--- src/rtl/uart_frame_tx.sv ---
// uart_frame_tx
//
// Frame-level 8N1 UART transmitter. A rising edge on the synchronised
// tx_trigger latches the whole tx_in frame. The frame is then sent byte by
// byte, most significant byte first, with each byte sent LSB first. Bit timing
// uses a 16x oversample tick, which keeps it in step with the board receiver.
//
// Parameters
//   FRAME_BYTES : bytes per frame
//   BR_LIMIT    : system clocks per oversample tick (16 ticks per bit)
//   BR_BITS     : tick counter width, 2**BR_BITS > BR_LIMIT
//
// Ports
//   clk_100MHz : system clock, rising edge
//   reset      : asynchronous active-high reset
//   tx_trigger : level request, may be asynchronous; rising edge starts a frame
//   tx_in      : frame data, byte 0 in the top 8 bits
//   tx         : serial output, idles high
//   busy       : high from frame acceptance to the end of the last stop bit
//   done       : one-cycle pulse on the edge that ends the last stop bit

module uart_frame_tx #(
    parameter int unsigned FRAME_BYTES = 18,
    parameter int unsigned BR_LIMIT    = 672,
    parameter int unsigned BR_BITS     = 10
) (
    input  logic                     clk_100MHz,
    input  logic                     reset,
    input  logic                     tx_trigger,
    input  logic [8*FRAME_BYTES-1:0] tx_in,
    output logic                     tx,
    output logic                     busy,
    output logic                     done
);

    // A one-byte frame still gets a 1-bit index so no zero-width vector appears.
    localparam int unsigned IdxBits = (FRAME_BYTES > 1) ? $clog2(FRAME_BYTES) : 1;
    localparam int unsigned FrameW  = 8 * FRAME_BYTES;

    localparam logic [BR_BITS-1:0] TickMax = BR_BITS'(BR_LIMIT - 1);
    localparam logic [IdxBits-1:0] LastIdx = IdxBits'(FRAME_BYTES - 1);

    typedef enum logic [1:0] {
        StIdle,
        StStart,
        StData,
        StStop
    } state_e;

    state_e              state_q;
    logic [BR_BITS-1:0]  tick_cnt_q;
    logic [3:0]          os_cnt_q;
    logic [2:0]          bit_cnt_q;
    logic [IdxBits-1:0]  byte_idx_q;
    logic [FrameW-1:0]   shift_q;

    logic                trig_meta_q;
    logic                trig_sync_q;
    logic                trig_prev_q;

    logic                trig_rise;
    logic                tick;
    logic                bit_end;
    logic [7:0]          cur_byte;

    // Two-flop synchroniser followed by an edge register on the clean level.
    always_ff @(posedge clk_100MHz or posedge reset) begin
        if (reset) begin
            trig_meta_q <= 1'b0;
            trig_sync_q <= 1'b0;
            trig_prev_q <= 1'b0;
        end else begin
            trig_meta_q <= tx_trigger;
            trig_sync_q <= trig_meta_q;
            trig_prev_q <= trig_sync_q;
        end
    end

    assign trig_rise = trig_sync_q & ~trig_prev_q;
    assign tick      = (tick_cnt_q == TickMax);
    // The last tick of the 16-tick bit closes the current bit.
    assign bit_end   = tick & (os_cnt_q == 4'hF);
    // The shift register moves up one byte per byte sent, so the active byte
    // is always the top one.
    assign cur_byte  = shift_q[FrameW-1 -: 8];

    always_ff @(posedge clk_100MHz or posedge reset) begin
        if (reset) begin
            state_q    <= StIdle;
            tx         <= 1'b1;
            busy       <= 1'b0;
            done       <= 1'b0;
            tick_cnt_q <= '0;
            os_cnt_q   <= '0;
            bit_cnt_q  <= '0;
            byte_idx_q <= '0;
            shift_q    <= '0;
        end else begin
            done <= 1'b0;

            if (state_q == StIdle) begin
                tick_cnt_q <= '0;
                os_cnt_q   <= '0;
            end else begin
                tick_cnt_q <= tick ? '0 : tick_cnt_q + 1'b1;
                if (tick) begin
                    os_cnt_q <= os_cnt_q + 1'b1;
                end
            end

            unique case (state_q)
                StIdle: begin
                    tx <= 1'b1;
                    // Edges arriving in any other state are dropped, not queued.
                    if (trig_rise) begin
                        shift_q    <= tx_in;
                        byte_idx_q <= '0;
                        bit_cnt_q  <= '0;
                        busy       <= 1'b1;
                        tx         <= 1'b0;
                        state_q    <= StStart;
                    end
                end

                StStart: begin
                    if (bit_end) begin
                        bit_cnt_q <= '0;
                        tx        <= cur_byte[0];
                        state_q   <= StData;
                    end
                end

                StData: begin
                    if (bit_end) begin
                        if (bit_cnt_q == 3'd7) begin
                            tx      <= 1'b1;
                            state_q <= StStop;
                        end else begin
                            bit_cnt_q <= bit_cnt_q + 1'b1;
                            tx        <= cur_byte[bit_cnt_q + 3'd1];
                        end
                    end
                end

                StStop: begin
                    if (bit_end) begin
                        if (byte_idx_q == LastIdx) begin
                            busy    <= 1'b0;
                            done    <= 1'b1;
                            tx      <= 1'b1;
                            state_q <= StIdle;
                        end else begin
                            // The next start bit begins immediately, with no idle gap.
                            byte_idx_q <= byte_idx_q + 1'b1;
                            shift_q    <= shift_q << 8;
                            tx         <= 1'b0;
                            state_q    <= StStart;
                        end
                    end
                end

                default: begin
                    state_q <= StIdle;
                end
            endcase
        end
    end

endmodule

--- config.mk ---
export PLATFORM = sky130hd
export DESIGN_NAME = uart_frame_tx
export DESIGN_NICKNAME = d
export VERILOG_FILES = /design/src/rtl/uart_frame_tx.sv
export SDC_FILE = /design/constraint.sdc
export NUM_CORES = 1
export LEC_CHECK = 0
export ABC_AREA = 1
export BUFFER_PORTS_ARGS = -buffer_cell sky130_fd_sc_hd__buf_2
export CELL_PAD_IN_SITES_DETAIL_PLACEMENT = 0
export CELL_PAD_IN_SITES_GLOBAL_PLACEMENT = 1
export CORE_ASPECT_RATIO = 1.4
export CORE_UTILIZATION = 45
export CTS_BUF_LIST = sky130_fd_sc_hd__clkbuf_8
export DETAILED_ROUTE_END_ITERATION = 10
export PLACE_DENSITY_LB_ADDON = 0.2
export SLEW_MARGIN = 25
export SYNTH_ARGS = -nofsm -noshare
export SYNTH_HDL_FRONTEND = slang
export SYNTH_SLANG_ARGS = --single-unit
--- constraint.sdc ---
create_clock -name clk_100MHz -period 12.6 [get_ports clk_100MHz]
set_input_delay 1.26 -clock clk_100MHz [delete_from_list [all_inputs] [get_ports clk_100MHz]]
set_output_delay 1.26 -clock clk_100MHz [all_outputs]
set_load 0.03 [all_outputs]
==> metrics <==
min Tclk post-route=4.670 ns; Netlist Area Pre-Place=8696 um2; async set-or-reset flop fraction in the synthesized netlist=1.000; first-pass iteration count of the detailed router=5; PwrDens=~240 nW/um2; fraction of layout cells with a size suffix above 1=0.1436; first-pass GRT wire length=35,070 um; area leader, netlist=dfrtp_1; r2r startpoint=state_q[1]$_DFFE_PP0P_; Hold WS=0.3626 ns; metal2 WL=9872 um; Worst Hold Path EP=trig_sync_q$_DFF_PP0_; Post-Syn Instances=1,241; crit path launch type=flip-flop; Num CTS Buffers=17; Clock Root Buffer=clkbuf_8; clock transition at the registers of the reported paths=0.08 ns; worst-case reg-to-reg path depth=8; die footprint=between 15,000 and 20,000 um2; DRT met1 WL=9459 um; CTS-repair resized insts=0; Crit path arrival time=4.96 ns; Hold Crit Class=flip-flop to flip-flop; Required @ worst endpoint=between 10 and 15 ns; DRC Markers=0; synth top area cells=dfrtp_1 (50%), nand2_1 (37%), inv_1 (1.6%), o21ai_0 (1.6%), ha_1 (1.4%); ys flop type=dfrtp_1; Final Max Slew Viols=0; Final Hold Fails=0; Clock Tree Buf Depth=2; WHS Path Cells=0; kind of critical path=flip-flop to flip-flop; Starting Density=0.4638; CP Max Fanout=100; Yosys cell types=27; FF+latch count, synth=around 170; Setup-failing EPs final=0; Slew headroom=0.3405; RR Endpoint=shift_q[140]$_DFFE_PP0P_; vias in the first global route=7,415; area of the core=about 19,000 um2; Post-synth EDFFs=0; Leak=roughly 5.8 nW; count leader, synth=nand2_1; fmax=214.2 MHz; r2r setup slk=7.93 ns; YS warnings=0; Syn Area/Cell=7.007 um2; top sig layer=met4; Antenna Diode Count=0; outcome=complete, no violations; Seq/Total Area, Yosys=0.5009; routability congestion estimate=0.8095; max cap viols=0; setup ws final=approximately 8 ns; grt total ovfl=0; total routed wirelength=20,460 um; routed wl met3=827 um; Area Overhead vs Synth=14.07%; fin crit share=0.3706; RSZ-0062 raised after global routing=false; Cell Rows=about 60; TritonCTS clock tree=built; Avg Vias per Cell=4.678; hold buffer count at cts=0; all-layer global routing usage=0.2177; worst slack, placed=about 7.9 ns; commonest cells in the netlist=nand2_1 (859), dfrtp_1 (173), inv_1 (38); Post-CTS Setup Repair Bufs=0; hpwl dp=~13,000 um; Post-Syn Nets=around 1,400; I/O Pins=150; htree depth=4; Die Width=119.5 um; initial DRC count=482; CTS sink count=174; WL/cell=12.72 um; nets=1,509; largest net degree at the start of global routing=101; post-synth top area share=0.4978; CP endpoint kind=flip-flop; die height=166.5 um; worst-margin pin slew=0.9893 ns; Peak supply drop=187.4 uV; initial antenna violation count=0; via count=7,527; input/output buffers=between 100 and 150; Final Skew=0.01636 ns; hold_sp=trig_meta_q$_DFF_PP0_; clk_lat worst skew=0.46 ns; DRT antenna net count=0; setup TNS=0 ns
[worst max-delay path: stages, from the launching register on]
cell	delay, ns
dfrtp_1	0.45
ha_4	0.57
buf_4	0.82
nand2_1	0.16
o21ai_0	0.19
nand3_4	0.51
inv_4	0.65
buf_4	0.86
o21ai_0	0.16
[metal layers]
metal,vias to the layer above,track usage
li1,3946,-
met1,3401,0.2902
met2,162,0.3591
met3,18,0.04212
met4,0,0.06196
met5,-,0
[cell type report]
| type | count | area (um2) |
|---|---|---|
| fillers | 1956 | 8831 |
| inverters | 41 | 163.9 |
| flip-flops and latches | 174 | 4355 |
| repair buffers | 154 | 787.0 |
| clock buffers | 19 | 261.5 |
| multi-input cells | 964 | 3881 |
| clock inverters | 13 | 165.2 |
| well taps | 244 | 305.3 |
[power breakdown]
group	switching, mW	leakage [nW]	internal (mW)
Combinational	0.694	3.35	0.307
Clock	0.205	0.216	0.207
Sequential	0.128	2.19	0.810
Total	1.03	5.75	1.32
[metrics by stage]
stage	cell area (um2)	utilization	power (mW)	std cells
CTS	9916	0.5288	2.384	1609
global placement	9489	0.5061	1.940	1577
detailed placement	9489	0.5061	1.960	1577
global route	9920	0.5290	2.601	1609
floorplan	8696	-	1.751	1241
finish	9920	0.5290	2.352	1609
[registers in the layout (all words and copies together) (netlist names)]
register and flops:
bit_cnt_q 3, state_q 2, tick_cnt_q 10, tx 1, os_cnt_q 4, done 1, trig_prev_q 1, shift_q 144
trig_sync_q 1, trig_meta_q 1, busy 1, byte_idx_q 5
[logic make-up (layout without fill, tap and decap cells)]
family,count (synthesis),in the layout,synth area share
and+or+nand+nor,910,910,0.3996
DFF,174,174,0.5009
buffers and inverters,103,227,0.05569
AOI/OAI and AO/OA,36,36,0.02129
adders and majority gates,10,10,0.01439
xor gates and xnor gates,7,7,0.007050
muxes,1,1,0.001151
[cell usage in the layout (no fill, tap or decap), types with 3 or more instances in the layout]
master,n
clkbuf_8,19
buf_2,149
nand3_1,16
nand2_1,859
bufinv_16,3
clkinv_4,6
a21oi_1,6
ha_1,9
dfrtp_1,173
o21ai_0,28
nor3_1,5
nor3b_1,3
clkinv_2,3
inv_1,37
buf_4,4
xor2_1,6
nor2_1,21
[worst max-delay path by stage]
stage          depth (start not counted)                  endpoint              startpoint  slack, ns
4_1_cts                                9   shift_q[22]$_DFFE_PP0P_  state_q[1]$_DFFE_PP0P_       7.87
3_3_place_gp                           9   shift_q[22]$_DFFE_PP0P_  state_q[1]$_DFFE_PP0P_       7.93
3_5_place_dp                           9   shift_q[22]$_DFFE_PP0P_  state_q[1]$_DFFE_PP0P_       7.88
5_1_grt                                8    shift_q[3]$_DFFE_PP0P_  state_q[1]$_DFFE_PP0P_       7.47
6_report                               8  shift_q[140]$_DFFE_PP0P_  state_q[1]$_DFFE_PP0P_       7.93
2_1_floorplan                          1  bit_cnt_q[0]$_DFFE_PP0P_                   reset       6.62
Note: power is estimated with default switching activity, not from simulation.
